### src/rtl/term_enumerator_pkg.sv
// Shared types and constants for the canonical-term enumerator.
package term_enumerator_pkg;

    typedef enum logic [1:0] {
        IDLE = 2'd0,
        SCAN = 2'd1,
        EMIT = 2'd2,
        DONE = 2'd3
    } state_t;

    localparam logic MODE_SOP = 1'b0;
    localparam logic MODE_POS = 1'b1;

endpackage

### src/rtl/term_enumerator.sv
// Walks an N-input truth table and streams minterm (SOP) or maxterm (POS)
// indices over valid/ready, then reports the term count with a done pulse.
module term_enumerator
    import term_enumerator_pkg::*;
#(
    parameter int N_IN = 3
) (
    input  logic                  clk,
    input  logic                  reset,
    input  logic                  start,
    input  logic                  mode,
    input  logic [2**N_IN-1:0]    tt,
    output logic                  term_valid,
    input  logic                  term_ready,
    output logic [N_IN-1:0]       term_idx,
    output logic [N_IN:0]         term_count,
    output logic                  busy,
    output logic                  done
);

    localparam int TT_W  = 2**N_IN;
    localparam int CNT_W = N_IN + 1;
    localparam logic [N_IN-1:0] LAST_IDX = '1;

    state_t            state, stateNext;
    logic [TT_W-1:0]   ttQ, ttQNext;
    logic              modeQ, modeQNext;
    logic [N_IN-1:0]   idx, idxNext;
    logic              validNext;
    logic [N_IN-1:0]   termIdxNext;
    logic [CNT_W-1:0]  countNext;
    logic              busyNext;
    logic              doneNext;
    logic              sel;

    // A term is an index whose Y matches the mode: Y=1 for SOP, Y=0 for POS.
    assign sel = ttQ[idx] ^ modeQ;

    always_ff @(posedge clk or posedge reset) begin
        if (reset) begin
            state      <= IDLE;
            ttQ        <= '0;
            modeQ      <= MODE_SOP;
            idx        <= '0;
            term_valid <= 1'b0;
            term_idx   <= '0;
            term_count <= '0;
            busy       <= 1'b0;
            done       <= 1'b0;
        end else begin
            state      <= stateNext;
            ttQ        <= ttQNext;
            modeQ      <= modeQNext;
            idx        <= idxNext;
            term_valid <= validNext;
            term_idx   <= termIdxNext;
            term_count <= countNext;
            busy       <= busyNext;
            done       <= doneNext;
        end
    end

    always_comb begin
        stateNext   = state;
        ttQNext     = ttQ;
        modeQNext   = modeQ;
        idxNext     = idx;
        validNext   = term_valid;
        termIdxNext = term_idx;
        countNext   = term_count;
        doneNext    = 1'b0;

        case (state)
            IDLE: begin
                if (start) begin
                    ttQNext   = tt;
                    modeQNext = mode;
                    idxNext   = '0;
                    countNext = '0;
                    stateNext = SCAN;
                end
            end
            SCAN: begin
                if (sel) begin
                    validNext   = 1'b1;
                    termIdxNext = idx;
                    stateNext   = EMIT;
                end else if (idx == LAST_IDX) begin
                    stateNext = DONE;
                    doneNext  = 1'b1;
                end else begin
                    idxNext = idx + 1'b1;
                end
            end
            EMIT: begin
                // Terminal check precedes the increment so idx never wraps.
                if (term_ready) begin
                    validNext = 1'b0;
                    countNext = term_count + 1'b1;
                    if (idx == LAST_IDX) begin
                        stateNext = DONE;
                        doneNext  = 1'b1;
                    end else begin
                        idxNext   = idx + 1'b1;
                        stateNext = SCAN;
                    end
                end
            end
            DONE: begin
                stateNext = IDLE;
            end
            default: begin
                stateNext = IDLE;
            end
        endcase

        busyNext = (stateNext != IDLE);
    end

endmodule

### config.mk
export PLATFORM = sky130hd
export DESIGN_NAME = term_enumerator
export DESIGN_NICKNAME = d
export VERILOG_FILES = /design/src/rtl/term_enumerator_pkg.sv /design/src/rtl/term_enumerator.sv
export SDC_FILE = /design/constraint.sdc
export NUM_CORES = 1
export LEC_CHECK = 0
export BUFFER_PORTS_ARGS = -buffer_cell sky130_fd_sc_hd__clkbuf_2
export CAP_MARGIN = 20
export CORE_MARGIN = 4
export CORE_UTILIZATION = 30
export CTS_BUF_LIST = sky130_fd_sc_hd__clkbuf_2
export DETAILED_ROUTE_END_ITERATION = 16
export HOLD_SLACK_MARGIN = 0.15
export PLACE_DENSITY = 0.6
export SLEW_MARGIN = 5
export SYNTH_ARGS = -nofsm -noshare
export SYNTH_HDL_FRONTEND = slang
export SYNTH_SLANG_ARGS = --single-unit
### constraint.sdc
create_clock -name clk -period 1.9 [get_ports clk]
set_input_delay 0 -clock clk [delete_from_list [all_inputs] [get_ports clk]]
set_output_delay 0 -clock clk [all_outputs]
set_load 0.01 [all_outputs]
=== After elaboration in Yosys (flattened, before gate mapping) ===
Index checks and enable logic that the tools add are counted.

* Add/subtract/negate cells: 2
* $mul: 0
* Divide/modulo/power cells: 0
* Magnitude comparators: 1
* Equality and inequality tests: 8
* Shifts and indexed selects: 0
* Mux-type cells: 23
* Bitwise operators: 1
* Reductions and logical operators: 10

{| class="wikitable"
|+ Operators by type and width
! kind !! number
|-
| two-way mux 3 bit || 4
|-
| two-way mux 2 bit || 5
|-
| one-hot mux 3 bit (3 select lines) || 1
|-
| two-way mux 4 bit || 2
|-
| != test 2 bit, second input constant || 4
|-
| one-hot mux 2 bit (4 select lines) || 1
|-
| one-hot mux 4 bit (2 select lines) || 1
|-
| two-way mux 1 bit || 6
|-
| AND reduction 3 bit || 2
|-
| nonzero test 2 bit || 3
|-
| adder 4 x 1 -> 4 bit, second input constant || 1
|-
| equality test 2 bit, second input constant || 2
|-
| less-than comparator 3 x 4 -> 1 bit, second input constant || 1
|-
| one-hot mux 1 bit (2 select lines) || 2
|-
| AND reduction 2 bit || 2
|-
| AND reduction 4 bit || 1
|-
| adder 3 x 1 -> 3 bit, second input constant || 1
|-
| binary-select mux 1 bit (select 3 bit) || 1
|-
| equality test 3 bit, second input constant || 1
|-
| nonzero test 3 bit || 1
|-
| equality test 2 x 1 -> 1 bit, second input constant || 1
|-
| logical NOT 2 bit || 1
|-
| XOR 1 bit || 1
|}

* Flip-flop bits (word level): 24
* Latch bits: 0
* Memory bits (writable): 0
* ROM bits: 0
* Output and inout bits: 10
* Logic and storage cells: 54
* Memories: 0

=== Depth between registers and ports, before layout ===
Gate-level depths: netlist (run 1).

* Depth in word-level cells: 6
* Mapped depth: 8
* Gate-level depth less buffers: 7

=== Worst setup path before layout (run 1) ===
Ideal clock, no wire load.

* Path type: register -> register
* Start: register idx[0]
* End: register busy
* Data arrival time: 1,861 ps
* Required time: 1,768 ps
* Setup slack: -93 ps
* Cell stages (with the launch flop): 7
* Path buffers: 1
* Period minus slack after synthesis: 1,993 ps
* Cells stage by stage: dfrtp_1 > buf_4 > mux2i_1 > mux4_2 > xor2_1 > a31o_1 > or3b_1

* Word-level cells in the longest chain between the ends: 6
* Elaborated cells between the ends (all ways): 10

{| class="wikitable"
|+ RTL lines
! what !! RTL line !! RTL
|-
| start: declaration || term_enumerator.sv:28 || <nowiki>logic [N_IN-1:0] idx, idxNext;</nowiki>
|-
| start signal: assignment || term_enumerator.sv:54 || <nowiki>idx <= idxNext;</nowiki>
|-
| binary-select mux 1 bit (select 3 bit) || term_enumerator.sv:37 || <nowiki>assign sel = ttQ[idx] ^ modeQ;</nowiki>
|-
| two-way mux 1 bit (implied by the code) || term_enumerator.sv:37 ||
|-
| XOR 1 bit || term_enumerator.sv:37 ||
|-
| two-way mux 2 bit * || term_enumerator.sv:84 || <nowiki>if (sel) begin</nowiki>
|-
| one-hot mux 2 bit (4 select lines) * || term_enumerator.sv:73 || <nowiki>case (state)</nowiki>
|-
| via stateNext[0] || term_enumerator.sv:25 || <nowiki>state_t state, stateNext;</nowiki>
|-
| nonzero test 2 bit * || term_enumerator.sv:117 || <nowiki>busyNext = (stateNext != IDLE);</nowiki>
|-
| via busyNext || term_enumerator.sv:32 || <nowiki>logic busyNext;</nowiki>
|-
| end signal: assignment || term_enumerator.sv:58 || <nowiki>busy <= busyNext;</nowiki>
|-
| end: declaration || term_enumerator.sv:17 || <nowiki>output logic busy,</nowiki>
|}

The timed path passes the listed nets; every way through them passes the cells marked *. The select of a mux whose other input is x is not followed.
A chain may end at the register's enable or synchronous reset.

=== Worst setup path in the final report (run 1) ===
Same ends and word-level chain as after synthesis.

==> impl_metrics.yaml, run 1 <==
logic_synthesis:
  synth_xor_area_frac: 0.00688
  avgSynthCellArea_um2: 11.6
  syn-num-nets: 131
  syn_inst: 110
  synth_top_family_by_area: "multiplexers"
  synth_warnings: 0
  synth_mux_area_frac: 0.183
  synth_adder_area_share: 0.0787
  yosys.area_share.simple: 0.0993
  synth_compound_area_frac: 0.131
  synth_cell_types: 30
  netlist_area_mm2: 0.00127
  seq_area_frac_synth: 0.472
  ys_ff_latch: 24
power_and_ir_drop:
  p_leak_nw: 0.832
  max-vdd-ir-drop_mv: 0.750
  pwr-share-clk: 0.126
  power_frac_seq: 0.320
  p_switching_mw: 1.03
  internal_power_mw: 1.72
  p_total_mw: 2.75
  p_sw_frac: 0.374
  power_density_mw_per_mm2: 1600
  power_frac_comb: 0.553
timing:
  setup_ws_ns: -0.120
  maxSlewHeadroom: 0.740
  rsz0062_at_grt: "true"
  fin_crit_sh: 1.06
  setup_tns_ns: -0.420
  slew_viol_final: 0
  worstMarginPinSlew_ns: 0.390
  finalHoldViolations: 0
  fin_crit_ns: 2.02
  fmax_mhz: 495
  setup_violations: 6
  hold_ws_ns: 0.154
  skew_ns: 0.0237
worst_setup_path:
  setup.worst_path.start_class: "flop"
  path_buf_inv: 0
  startpoint: "idx[0]"
  arrival_ns: 2.31
  cp_data_required_time_ns: 2.19
  r2r_start: "idx[0]"
  end_kind: "flop"
  path_cells: "mux2i_1 > mux4_2 > xor2_2 > a31o_1 > or3b_1"
  crit_type: "flop to flop"
  critPathSlowestCell: "mux4_2"
  worstPathMaxFanout: 6
  max_stage_delay_ns: 0.53
  crit_family: "multiplexers"
floorplan:
  core_area_mm2: 0.00406
  die-width_um: 73.1
  die_y_um: 73.1
  initial_core_util: 0.314
  die_area_mm2: 0.00535
  pin_count: 23
  rows: 23
cts:
  cts_num_sinks: 24
  root_buffer: "clkbuf_2"
  htree_levels: 1
  clkLatencyLatePin_ns: 0.36
  cts_tree: "built"
  cts_inserted_buffers: 3
  path_clk_slew_ns: 0.26
  clock_path_buffers: 2
global_routing:
  grt_pass1_vias: 1049
  antenna_found_initial: 0
  grt_overflow: 0
  track_usage: 0.112
  grt_first_pass_wirelength_um: 4710
  grt_max_degree: 25
layout:
  drive_gt1_frac: 0.381
  layout.nets: 177
  final_common_cell: "clkbuf_2"
  layout_common_cells: "clkbuf_2, dfrtp_1, dlygate4sd3_1, mux2_2, nand2_1"
  final_cell_area_mm2: 0.00172
  syn_to_final_growth_pct: 35.2
  n_antenna_cell: 0
placement:
  numPortBuffers: 22
  gp_congestion: 0.832
  preCtsSetupSlack_ns: -0.137
  dpl.hpwl_um: 1960
  place_area_mm2: 0.00149
status:
  status: "complete, but fails checks"
  violations: "negative setup slack"
routing:
  drc: 0
  viasPerCell: 4.83
  vias: 990
  routed_wl_um: 2720
  drt_iter0_markers: 19
  antenna_left: 0
  post_drt_wl_per_cell_um: 13.3
  drt-pass1-iter-count: 3
run:
  drv_cap: 0
hold_path:
  holdCritPathClass: "primary input to async pin"
-- synthesized netlist by cell type --
| cell type | instances | area [µm²] |
|---|---|---|
| a21boi_0 | 1 | 7.51 |
| a21oi_1 | 2 | 10.0 |
| nand2b_1 | 4 | 25.0 |
| nor2b_1 | 3 | 18.8 |
| nand3b_1 | 1 | 7.51 |
| a31o_1 | 1 | 8.76 |
| nand4_1 | 1 | 6.26 |
| mux2i_2 | 1 | 13.8 |
| dfrtp_1 | 24 | 601 |
| a22o_1 | 4 | 35.0 |
| ha_1 | 8 | 100 |
| clkbuf_1 | 2 | 7.51 |
| o21a_1 | 1 | 7.51 |
| o22a_1 | 1 | 8.76 |
| o22ai_1 | 2 | 12.5 |
| nand2_1 | 9 | 33.8 |
| o21ai_0 | 5 | 25.0 |
| nor3_1 | 3 | 15.0 |
| o21bai_1 | 1 | 7.51 |
| mux2i_1 | 5 | 50.1 |
| a21o_1 | 2 | 15.0 |
| o2bb2ai_1 | 1 | 8.76 |
| nor2_1 | 3 | 11.3 |
| mux4_2 | 1 | 22.5 |
| a32o_1 | 2 | 20.0 |
| mux2_2 | 13 | 146 |
| buf_4 | 1 | 7.51 |
| inv_1 | 6 | 22.5 |
| or3b_1 | 1 | 8.76 |
| xor2_1 | 1 | 8.76 |
-- state kept, by name (all words and copies together), names as in the netlist --
register    count
done            1
term_idx        3
idx             3
busy            1
term_count      4
modeQ           1
ttQ             8
state           2
term_valid      1
-- power groups by stage --
stage	logic (mW)	clock network (mW)	registers, mW
6_report	1.52	0.347	0.881
2_1_floorplan	0.903	0	0.868
5_1_grt	1.69	0.373	0.911
3_3_place_gp	1.25	0	0.887
3_5_place_dp	1.31	0	0.888
4_1_cts	1.48	0.354	0.882
-- path summary, 6_finish.rpt --
path	to	slack [ns]	depth (start not counted)
setup / recovery	busy	-0.12	5
hold / removal	state[1]	0.15	4
setup reg to reg	busy	-0.12	5
hold reg to reg	ttQ[4]	0.54	1
max in group asynchronous	term_idx[2]	1.49	4
min in group clk	ttQ[3]	0.40	3
-- worst register-to-register path, cell delays in order (launching register included) --
cell,delay (ns)
dfrtp_2,0.52
mux2i_1,0.14
mux4_2,0.53
xor2_2,0.19
a31o_1,0.23
or3b_1,0.34
-- layout make-up --
type	count	area, µm²
Tap cell	50	62.6
Clock buffer	3	15.0
Fill cell	390	2340
Multi-Input combinational cell	77	676
Inverter	6	22.5
Clock inverter	1	30.0
Sequential cell	24	602
Timing Repair Buffer	44	313
-- layer usage --
| layer | global-route usage | up-vias | wire length [µm] |
|---|---|---|---|
| li1 | - | 484 | - |
| met1 | 0.131 | 478 | 1170 |
| met2 | 0.196 | 24 | 1380 |
| met3 | 0.0386 | 4 | 153 |
| met4 | 0.0246 | 0 | 17 |
| met5 | 0 | - | 0 |
-- per-stage QoR --
step,util,std cells
global route,0.424,205
floorplan,-,110
detailed placement,0.367,187
finish,0.424,205
CTS,0.420,205
global placement,0.367,187
-- logic make-up (layout without fill, tap and decap cells) --
logic type	after synthesis	after routing
buf+inv	9	54
xor+xnor	1	1
mux	20	20
flops	24	24
fa+ha+maj	8	8
simple gates	25	25
compound gates	23	23
-- what timing repair did --
action                                  CTS  global route
hold buffers                             12             0
endpoints found under the hold margin    38             0
pin swaps                                 2             5
setup buffers                             2             0
endpoints found under the setup margin    9            11
gates resized for setup                   7             6
Power figures use the tool's default switching activity.
==> run 2, diff against run 1 <==
BUFFER_PORTS_ARGS = -buffer_cell sky130_fd_sc_hd__buf_2   (was -buffer_cell sky130_fd_sc_hd__clkbuf_2)
SKIP_CTS_REPAIR_TIMING = 1   (was not set)
==> run 2 against run 1 <==
  * The flow still finishes with violations (negative setup slack)
  * Die area is the same
  * Sequential share of layout area grew 0.18 points
  * Worst hold slack gained 0.034 ns
  * Global-route usage shrank 0.44 points
  * Core utilization shrank 0.22 points
  * Clock power shrank 1%
  * Combinational power is essentially flat
  * Fmax grew 0.92%
  * Register-to-register slack gained 0.02 ns
  * Wire length grew 0.77%
  * Critical path depth is the same
  * Sequential power is essentially flat
==> impl_metrics.yaml, run 2 (synthesized netlist as in run 1, its figures left out) <==
layout:
  largest_register_ffs: 8
  regMostFlops: "ttQ"
  top_regs: "ttQ (8), term_count (4)"
  drive_gt1_frac: 0.368
  final_cell_area_mm2: 0.00171
  layout.nets: 177
  layout_common_cells: "dfrtp_1, buf_2, dlygate4sd3_1, mux2_2"
  final_common_cell: "dfrtp_1"
  syn_to_final_growth_pct: 34.5
  n_antenna_cell: 0
floorplan:
  pin_count: 23
  rows: 23
  core_area_mm2: 0.00406
  die_area_mm2: 0.00535
  initial_core_util: 0.314
  die_y_um: 73.1
  die-width_um: 73.1
cts:
  htree_levels: 1
  clock_path_buffers: 2
  cts_tree: "built"
  cts_inserted_buffers: 3
  root_buffer: "clkbuf_2"
  cts_num_sinks: 24
  path_clk_slew_ns: 0.24
  clkLatencyLatePin_ns: 0.35
hold_path:
  holdCritPathClass: "primary input to async pin"
timing:
  slew_viol_final: 0
  fmax_mhz: 500
  maxSlewHeadroom: 0.745
  setup_ws_ns: -0.102
  worstMarginPinSlew_ns: 0.382
  rsz0062_at_grt: "true"
  finalHoldViolations: 0
  setup_violations: 6
  fin_crit_sh: 1.05
  hold_ws_ns: 0.187
  skew_ns: 0.0130
  fin_crit_ns: 2.00
routing:
  drt-pass1-iter-count: 4
  drc: 0
  vias: 974
  routed_wl_um: 2740
  post_drt_wl_per_cell_um: 13.4
  drt_iter0_markers: 31
  antenna_left: 0
  viasPerCell: 4.75
worst_setup_path:
  setup.worst_path.start_class: "flop"
  cp_data_required_time_ns: 2.17
  startpoint: "idx[0]"
  r2r_start: "idx[0]"
  end_kind: "flop"
  worstPathMaxFanout: 6
  arrival_ns: 2.28
  crit_type: "flop to flop"
global_routing:
  antenna_found_initial: 0
  track_usage: 0.107
  grt_max_degree: 25
  grt_overflow: 0
  grt_pass1_vias: 959
  grt_first_pass_wirelength_um: 4470
placement:
  preCtsSetupSlack_ns: -0.129
  gp_congestion: 0.852
  place_area_mm2: 0.00149
  dpl.hpwl_um: 2070
  numPortBuffers: 22
run:
  drv_cap: 0
power_and_ir_drop:
  p_leak_nw: 0.832
  power_density_mw_per_mm2: 1590
  max-vdd-ir-drop_mv: 0.718
status:
  violations: "negative setup slack"
  status: "complete, but fails checks"
run 2: final cells by class:
| class | count | area [µm²] |
|---|---|---|
| Clock buffer | 3 | 15.0 |
| Clock inverter | 1 | 30.0 |
| Fill cell | 394 | 2350 |
| Inverter | 6 | 22.5 |
| Multi-Input combinational cell | 77 | 671 |
| Sequential cell | 24 | 602 |
| Tap cell | 50 | 62.6 |
| Timing Repair Buffer | 44 | 309 |
run 2: path summary, 6_finish.rpt:
| kind | cells past startpoint | to | slack, ns |
|---|---|---|---|
| min reg2reg | 1 | term_idx[2] | 0.54 |
| max reg2reg | 5 | busy | -0.10 |
| min in group clk | 3 | ttQ[5] | 0.39 |
| min | 4 | idx[0] | 0.19 |
| max in group asynchronous | 4 | term_idx[2] | 1.47 |
| max | 5 | busy | -0.10 |
run 2: per-layer routing:
metal	track usage	wire length, µm
met5	0	0
met4	0.0287	31
met3	0.0413	164
met2	0.182	1400
met1	0.126	1150
run 2: metrics by stage:
| stage | std cells | total power, mW | util | TNS (ns) |
|---|---|---|---|---|
| after floorplan | 110 | 1.77 | - | -0.226 |
| after global placement | 187 | 2.13 | 0.367 | -0.193 |
| after detailed placement | 187 | 2.21 | 0.367 | -0.442 |
| after CTS | 191 | 2.57 | 0.378 | -0.789 |
| after global routing | 205 | 2.96 | 0.422 | -0.762 |
| final | 205 | 2.72 | 0.422 | -0.260 |
run 2: critical path, stage by stage, from the launching register on:
cell     delay [ns]
dfrtp_2        0.52
mux2i_1        0.13
mux4_2         0.53
xor2_2         0.19
a31o_1         0.22
or3b_1         0.34
run 2: power breakdown:
group	total [mW]	switching [mW]	internal [mW]
Clock	0.343	0.162	0.181
Sequential	0.879	0.160	0.719
Combinational	1.50	0.691	0.807
==> run 3, diff against run 2 <==
CTS_CLUSTER_DIAMETER = 150   (was not set)
PLACE_DENSITY = 0.58   (was 0.6)
RECOVER_POWER = 25   (was not set)
clock period = 2.1 ns   (was 1.9 ns; I/O delays follow)
==> run 3 against run 2 <==
  * The flow now finishes without violations
  * Clock power fell by 9.9%
  * Via count fell by 1.5%
  * Final area fell by 5.3%
  * Fmax fell by 1.6%
  * Core utilization fell by 2.3 points
  * Power fell by 18%
  * First-iteration DRC count rose by 29%
  * Sequential power fell by 9.3%
  * Global-route usage fell by 0.67 points
  * Highest routed layer unchanged
==> impl_metrics.yaml, run 3 (synthesized netlist as in run 1, its figures left out) <==
cts:
  clock_path_buffers: 2
  cts_num_sinks: 24
  cts_inserted_buffers: 3
  path_clk_slew_ns: 0.25
  clkLatencyLatePin_ns: 0.35
  cts_tree: "built"
  htree_levels: 1
  root_buffer: "clkbuf_2"
floorplan:
  die-width_um: 73.1
  die_area_mm2: 0.00535
  rows: 23
  pin_count: 23
  core_area_mm2: 0.00406
  initial_core_util: 0.314
  die_y_um: 73.1
layout:
  final_cells: 199
  layout.nets: 171
  fillers: 398
  syn_to_final_growth_pct: 27.3
  layout_common_cells: "dfrtp_1, mux2_2, dlygate4sd3_1, buf_2, clkbuf_1"
  largest_register_ffs: 8
  final_cell_area_mm2: 0.00162
  drive_gt1_frac: 0.242
  final_common_cell: "dfrtp_1"
  regMostFlops: "ttQ"
  top_regs: "ttQ (8), term_count (4)"
  n_antenna_cell: 0
global_routing:
  grt_overflow: 0
  grt_first_pass_wirelength_um: 4220
  antenna_found_initial: 0
  grt_max_degree: 25
  track_usage: 0.101
  grt_pass1_vias: 940
worst_setup_path:
  r2r_setup_slack_ns: 0.07
  end_kind: "flop"
  max_stage_delay_ns: 0.53
  setup.worst_path.start_class: "flop"
  r2r-end: "busy"
  worstPathMaxFanout: 5
  path_cells: "mux2i_1 > mux4_2 > xor2_2 > a31o_1 > or3b_1"
  r2r_start: "idx[0]"
  crit_type: "flop to flop"
  crit_family: "multiplexers"
  critPathSlowestCell: "mux4_2"
  cp.depth: 5
  arrival_ns: 2.31
  cp_data_required_time_ns: 2.38
  reg2reg_depth: 5
  path_buf_inv: 0
placement:
  place_area_mm2: 0.00146
  dpl.hpwl_um: 1900
  gp_congestion: 0.822
  numPortBuffers: 22
  dp_cells: 183
  preCtsSetupSlack_ns: 0.0816
hold_path:
  holdCritPathClass: "primary input to async pin"
timing:
  hold_ws_ns: 0.330
  skew_ns: 0.0203
  setup_ws_ns: 0.0668
  fin_crit_sh: 0.968
  finalHoldViolations: 0
  setup_violations: 0
  fin_crit_ns: 2.03
  slew_viol_final: 0
  fmax_mhz: 492
  setup_tns_ns: 0
  rsz0062_at_grt: "false"
  worstMarginPinSlew_ns: 0.885
  maxSlewHeadroom: 0.409
status:
  status: "complete, no violations"
routing:
  vias: 959
  antenna_left: 0
  drt_iter0_markers: 40
  routed_wl_um: 2490
  viasPerCell: 4.82
  drt-pass1-iter-count: 4
  post_drt_wl_per_cell_um: 12.5
  drc: 0
power_and_ir_drop:
  max-vdd-ir-drop_mv: 0.646
  power_density_mw_per_mm2: 1370
  p_leak_nw: 0.756
run:
  drv_cap: 0
## run 3: cell count changes in the layout (fill, tap and decap cells not counted), moves of 2 or more
| cell | change |
|---|---|
| buf_2 | -10 |
| clkbuf_1 | +10 |
| buf_4 | -5 |
| mux2_2 | +2 |
| mux2_4 | -2 |
## run 3: cell type report
| type | count | area [µm²] | share of cell area |
|---|---|---|---|
| multi-input cells | 77 | 642 | 0.396 |
| flip-flops and latches | 24 | 601 | 0.371 |
| repair buffers | 38 | 248 | 0.153 |
| well taps | 50 | 62.6 | 0.0386 |
| clock inverters | 1 | 30.0 | 0.0185 |
| inverters | 6 | 22.5 | 0.0139 |
| clock buffers | 3 | 15.0 | 0.00927 |
## run 3: power breakdown
group	total (mW)	internal (mW)	switching, mW	leakage (nW)
Sequential	0.797	0.649	0.149	0.299
Combinational	1.12	0.573	0.544	0.430
Clock	0.309	0.164	0.145	0.0266
Total	2.22	1.39	0.837	0.756
## run 3: worst max-delay path by stage
stage / startpoint / endpoint / slack, ns
after global placement: idx[0] / busy / 0.12
after floorplan: idx[0] / busy / 0.11
final: idx[0] / busy / 0.07
after global routing: idx[0] / busy / 0.003
after CTS: idx[0] / busy / 0.05
after detailed placement: idx[0] / busy / 0.08
## run 3: layer usage
metal | wire, µm | vias up | track usage
met5 | 0 | - | 0
met4 | 26 | 0 | 0.0143
met3 | 149 | 4 | 0.0344
met2 | 1230 | 27 | 0.172
met1 | 1090 | 458 | 0.125
li1 | - | 470 | -
## run 3: stage by stage
stage | power (mW) | util
floorplan | 1.60 | -
global placement | 1.87 | 0.360
detailed placement | 1.92 | 0.360
CTS | 2.23 | 0.371
global route | 2.41 | 0.399
finish | 2.22 | 0.399
## run 3: tightest hold or removal path, cell delays in order
cell           delay, ns
dlygate4sd3_1       0.53
buf_2               0.12
inv_1               0.63
